`config.mk`:
```
export PLATFORM = sky130hd
export DESIGN_NAME = instr_fetch_unit_flat
export DESIGN_NICKNAME = d
export VERILOG_FILES = /design/src/rtl/instr_fetch_unit_if.sv /design/src/rtl/instr_fetch_unit.sv /design/src/flat_wrapper.sv
export SDC_FILE = /design/constraint.sdc
export NUM_CORES = 1
export LEC_CHECK = 0
export ABC_CLOCK_PERIOD_IN_PS = 1300
export CORE_MARGIN = 8
export CORE_UTILIZATION = 35
export DETAILED_ROUTE_END_ITERATION = 8
export DONT_BUFFER_PORTS = 1
export SYNTH_ARGS = -nofsm -noshare
export SYNTH_HDL_FRONTEND = slang
export SYNTH_SLANG_ARGS = --single-unit
```
`constraint.sdc`:
```
create_clock -name clk -period 1.3 [get_ports clk]
set_input_delay 0.13 -clock clk [delete_from_list [all_inputs] [get_ports clk]]
set_output_delay 0.13 -clock clk [all_outputs]
set_load 0.005 [all_outputs]
```
`src/rtl/instr_fetch_unit_if.sv`:
```
// Fetch-stage bus bundle: instruction-memory read channel, redirect inputs
// and the valid/ready channel toward decode.
//   master : the fetch unit (drives imem_req/imem_addr and instr_valid/instr/instr_pc)
//   slave  : the environment (memory + decode), driving ack/rdata, redirect and ready
interface instr_fetch_unit_if #(
  parameter int ADDR_W = 5,
  parameter int DATA_W = 32
);
  logic              imem_req;
  logic [ADDR_W-1:0] imem_addr;
  logic              imem_ack;
  logic [DATA_W-1:0] imem_rdata;
  logic              branch_taken;
  logic [ADDR_W-1:0] branch_target;
  logic              instr_valid;
  logic              instr_ready;
  logic [DATA_W-1:0] instr;
  logic [ADDR_W-1:0] instr_pc;

  modport master (
    output imem_req, imem_addr, instr_valid, instr, instr_pc,
    input  imem_ack, imem_rdata, branch_taken, branch_target, instr_ready
  );

  modport slave (
    input  imem_req, imem_addr, instr_valid, instr, instr_pc,
    output imem_ack, imem_rdata, branch_taken, branch_target, instr_ready
  );
endinterface

```
`src/rtl/instr_fetch_unit.sv`:
```
// Instruction-fetch stage: owns the PC, issues word reads to instruction
// memory, registers each returned instruction and hands it to decode over a
// valid/ready channel. A taken branch redirects the PC and squashes any
// in-flight or held instruction, followed by a one-cycle bubble.
// Ports:
//   clk, reset  : single clock, synchronous active-high reset
//   bus         : instr_fetch_unit_if.master (imem req/ack, redirect, decode handshake)
//   fetch_count : completed fetches (only with FETCH_STATS_EN)
//   flush_count : cycles with branch_taken=1 (only with FETCH_STATS_EN)
// Optional feature macro: FETCH_STATS_EN.
module instr_fetch_unit #(
  parameter int              ADDR_W   = 5,
  parameter int              DATA_W   = 32,
  parameter logic [ADDR_W-1:0] RESET_PC = '0
) (
  input  logic                   clk,
  input  logic                   reset,
  instr_fetch_unit_if.master     bus
`ifdef FETCH_STATS_EN
  ,
  output logic [15:0]            fetch_count,
  output logic [15:0]            flush_count
`endif
);

  typedef enum logic [1:0] {IDLE, RUN, REDIR} state_t;

  state_t            state, state_next;
  logic [ADDR_W-1:0] pc_p0;
  logic [DATA_W-1:0] instr_p1;
  logic [ADDR_W-1:0] instr_pc_p1;
  logic              vld_p1;
  logic              fetch_done;

  // PC advance wraps modulo 2^ADDR_W with no overflow indication.
  function automatic logic [ADDR_W-1:0] pc_inc(input logic [ADDR_W-1:0] pc);
    return pc + ADDR_W'(1);
  endfunction

  always_comb begin
    state_next = state;
    case (state)
      IDLE:    state_next = bus.branch_taken ? REDIR : RUN;
      RUN:     state_next = bus.branch_taken ? REDIR : RUN;
      REDIR:   state_next = bus.branch_taken ? REDIR : RUN;
      default: state_next = IDLE;
    endcase
  end

  // Request only when the output slot is free or being drained this cycle,
  // and never in a redirect cycle (the address is about to change).
  assign bus.imem_req  = (state == RUN) && !bus.branch_taken && (!vld_p1 || bus.instr_ready);
  assign bus.imem_addr = pc_p0;
  assign fetch_done    = bus.imem_req && bus.imem_ack;

  always_ff @(posedge clk) begin
    if (reset) begin
      state <= IDLE;
    end else begin
      state <= state_next;
    end
  end

  // p0 -> p1: PC register and fetched-instruction output register
  always_ff @(posedge clk) begin
    if (reset) begin
      pc_p0       <= RESET_PC;
      vld_p1      <= 1'b0;
      instr_p1    <= '0;
      instr_pc_p1 <= '0;
    end else if (bus.branch_taken) begin
      // Redirect wins over ack and accept: the same-cycle fetch is dropped.
      pc_p0  <= bus.branch_target;
      vld_p1 <= 1'b0;
    end else if (fetch_done) begin
      instr_p1    <= bus.imem_rdata;
      instr_pc_p1 <= pc_p0;
      vld_p1      <= 1'b1;
      pc_p0       <= pc_inc(pc_p0);
    end else if (vld_p1 && bus.instr_ready) begin
      vld_p1 <= 1'b0;
    end
  end

  assign bus.instr_valid = vld_p1;
  assign bus.instr       = instr_p1;
  assign bus.instr_pc    = instr_pc_p1;

`ifdef FETCH_STATS_EN
  always_ff @(posedge clk) begin
    if (reset) begin
      fetch_count <= '0;
      flush_count <= '0;
    end else begin
      if (fetch_done && !bus.branch_taken) fetch_count <= fetch_count + 16'd1;
      if (bus.branch_taken)                flush_count <= flush_count + 16'd1;
    end
  end
`endif

endmodule
```
`src/flat_wrapper.sv`:
```
// flat-port wrapper written by rule: the top's interface ports become plain ports
module instr_fetch_unit_flat 
#(
  parameter int              ADDR_W   = 5,
  parameter int              DATA_W   = 32,
  parameter logic [ADDR_W-1:0] RESET_PC = '0
)
  (clk, reset, bus_imem_req, bus_imem_addr, bus_instr_valid, bus_instr, bus_instr_pc, bus_imem_ack, bus_imem_rdata, bus_branch_taken, bus_branch_target, bus_instr_ready);
  instr_fetch_unit_if #(.ADDR_W(ADDR_W), .DATA_W(DATA_W)) bus_i ();
  input  logic clk;
  input  logic reset;
  output wire logic [$bits(bus_i.imem_req)-1:0] bus_imem_req;
  output wire logic [$bits(bus_i.imem_addr)-1:0] bus_imem_addr;
  output wire logic [$bits(bus_i.instr_valid)-1:0] bus_instr_valid;
  output wire logic [$bits(bus_i.instr)-1:0] bus_instr;
  output wire logic [$bits(bus_i.instr_pc)-1:0] bus_instr_pc;
  input wire logic [$bits(bus_i.imem_ack)-1:0] bus_imem_ack;
  input wire logic [$bits(bus_i.imem_rdata)-1:0] bus_imem_rdata;
  input wire logic [$bits(bus_i.branch_taken)-1:0] bus_branch_taken;
  input wire logic [$bits(bus_i.branch_target)-1:0] bus_branch_target;
  input wire logic [$bits(bus_i.instr_ready)-1:0] bus_instr_ready;
  assign bus_imem_req = bus_i.imem_req;
  assign bus_imem_addr = bus_i.imem_addr;
  assign bus_instr_valid = bus_i.instr_valid;
  assign bus_instr = bus_i.instr;
  assign bus_instr_pc = bus_i.instr_pc;
  assign bus_i.imem_ack = bus_imem_ack;
  assign bus_i.imem_rdata = bus_imem_rdata;
  assign bus_i.branch_taken = bus_branch_taken;
  assign bus_i.branch_target = bus_branch_target;
  assign bus_i.instr_ready = bus_instr_ready;
  instr_fetch_unit #(.ADDR_W(ADDR_W), .DATA_W(DATA_W), .RESET_PC(RESET_PC)) u_core (.clk(clk), .reset(reset), .bus(bus_i));
endmodule
```
==> out/qor.yml <==
crit_family: "flip-flops"
critical_path_arrival_ns: 1.18
drt_iter0_markers: 100
clockBufferDepth: 2
cp_num_cells: 4
critical_path_required_ns: 1.17
grtUsageMet2: 0.253
crit_type: "reg -> out"
ios: 86
drc: 0
die_y_um: 88.5
grt_pass1_wl_um: 9250
drt-wirelength-per-cell_um: 18.2
worstHoldPathType: "in -> reg"
netlist_instances: 217
clk_pin_slew_ns: 0.08
synth_common_cells: "dfxtp_1, a21oi_1, o21ai_0, nand3_1, clkbuf_1"
critPathBufInv: 2
p_leak_uw: 0.000869
grt-ovfl-total: 0
numCtsBuffers: 5
route.vias.total: 1793
first_pass_iters: 4
final-seq-area_um2: 908
ir_drop_mv: 0.589
post-route-util: 0.502
finalHoldWorstSlack_ns: 0.0262
grt_max_degree: 45
reg2regPathDepth: 4
status: "finished, violations left"
slowest_delay_ns: 0.33
grt_pass1_vias: 1804
dp_hpwl_um: 3820
dieArea_um2: 7840
final_nets: 304
critPathMaxFanout: 2
ys_warn_count: 0
yosysTopAreaCellShare: 0.489
rsz0062_at_grt: "true"
path_cells: "nor2b_4 > buf_6 > nor4b_4 > buf_4"
n_antenna_cell: 0
hold_viol_final: 0
fin_crit_sh: 1.01
synth-edff-count: 0
grt.met3_usage: 0.0669
setup_tns_ns: -0.0163
finalSetupViolations: 2
drt-vias-per-instance: 5.42
cap_violations: 0
yosysMostFrequentCell: "dfxtp_1"
fin_skew_ns: 0.00630
regToRegStartpoint: "u_core.bus.instr_valid"
min_period_ns: 1.31
cts_tree: "done"
port_buffers: 0
startpoint: "u_core.bus.instr_valid"
dp.cells: 286
wirelength_um: 6010
endpoint: "bus_imem_req"
synthDistinctLibCells: 29
synth-async-reset-ratio: 0
synth_nets: 260
finalNonFillerCells: 331
cp-end-kind: "primary output"
finalInstanceArea_um2: 2560
multi_input_area_um2: 895
r2r-end: "u_core.bus.imem_addr[4]"
fp.dieW_um: 88.5
grt_busiest_layer: "met2"
max_freq_ghz: 0.761
synth_seq_cells: 45
cts-root-buf: "clkbuf_8"
worst_path_max_delay_cell: "dfxtp_2"
slew_headroom: 0.808
p_per_area_nw_per_um2: 1000
drv_slew: 0
use_met1: 0.170
synth_largest_area_cell: "dfxtp_1"
clock_latency_ns: 0.29
nFillCells: 487
syn_area_um2: 1840
globalRouteTotalUtil: 0.149
drive_gt1_frac: 0.184
antenna_found_initial: 0
initial_core_util: 0.361
htreeDepth: 2
ys_seq_area_frac: 0.489
cts_sinks: 45
hold_path_depth: 2
ant_nets: 0
num_rows: 26
syn_avg_cell_area_um2: 8.49
final.setup.worst_slack_ns: -0.0141
critPathLaunchType: "register"
tightestPinTransition_ns: 0.287
syn_to_final_growth_pct: 39.2
place.gp.congestion: 0.729
synthTopCellsByArea: "dfxtp_1, a21oi_1, o21ai_0"
place_area_um2: 2020
violations: "negative setup slack"
core_area_um2: 5110
ys.flop_type: "dfxtp_1"
r2r_slack_ns: 0
## through the flow
| stage | total power [µW] | worst slack [ns] |
|---|---|---|
| 6_report | 2570 | -0.0141 |
| 5_1_grt | 2690 | -0.0464 |
| 4_1_cts | 2590 | -0.0854 |
| 3_5_place_dp | 1600 | -0.00118 |
| 3_3_place_gp | 1600 | 0.0213 |
| 2_1_floorplan | 1570 | 0.0155 |
## layout by cell type (no fill, tap or decap), types with 2 or more instances in the layout
| cell type | count |
|---|---|
| a21oi_1 | 40 |
| dlygate4sd3_1 | 34 |
| inv_1 | 2 |
| dfxtp_1 | 39 |
| buf_4 | 19 |
| a41oi_1 | 2 |
| dfxtp_2 | 6 |
| a31oi_1 | 2 |
| clkbuf_8 | 6 |
| o21ai_1 | 10 |
| a211oi_1 | 2 |
| buf_6 | 5 |
| and2_1 | 2 |
| nor2b_1 | 2 |
| o21ai_0 | 31 |
| buf_12 | 2 |
| or4_1 | 2 |
| nand3_1 | 37 |
## power by group
part           internal (µW)  total, µW  switching [µW]
registers               1410       1440            30.2
clock network            422        864             442
logic                    152        259             107
total                   1990       2570             579
## worst min-delay path by stage
stage                    startpoint                      end  slack [ns]
6_report       bus_branch_target[1]  u_core.bus.imem_addr[1]        0.03
5_1_grt        bus_branch_target[1]  u_core.bus.imem_addr[1]        0.03
4_1_cts        bus_branch_target[1]  u_core.bus.imem_addr[1]        0.02
3_5_place_dp                  reset     u_core.bus.instr[12]        0.21
3_3_place_gp       bus_branch_taken          u_core.state[0]        0.21
2_1_floorplan     bus_imem_rdata[0]      u_core.bus.instr[0]        0.28
## logic make-up after synthesis
| group | share of synthesized area |
|---|---|
| AO/OA/AOI/OAI | 0.262 |
| AND/OR/NAND/NOR | 0.187 |
| flip-flops | 0.489 |
| buffers and inverters | 0.0543 |
| adder cells (fa/ha/maj) | 0.00679 |
## routing by layer
layer	routed length [µm]	up-vias
li1	-	885
met5	0	-
met1	2440	838
met2	2880	66
met3	655	4
met4	35	0
## worst register-to-register path: cells and delay by family, from the launching register on
family,cells,cell delay (ns)
and+or+nand+nor,2,0.62
AOI/OAI and AO/OA,1,0.13
DFF,1,0.33
buffers and inverters,1,0.15
## what timing repair did
item | in CTS | in global routing
pin swaps | 6 | 4
setup endpoints to repair | 3 | 41
gates resized for setup | 13 | 15
hold buffers | 35 | 0
buffers inserted | 3 | 0
endpoints found under the hold margin | 44 | 0
## flip-flops by register name, indices dropped and copies added (netlist names)
signal and count:
u_core.state 2, u_core.bus.instr 32, u_core.bus.instr_valid 1, u_core.bus.instr_pc 5, u_core.bus.imem_addr 5
## area by class of cell
type	count	area share
inverters	2	0.00293
multi-input cells	147	0.349
well taps	70	0.0342
flip-flops and latches	45	0.354
clock buffers	7	0.0337
repair buffers	60	0.226
No activity file was read; power rests on OpenSTA's default activity.
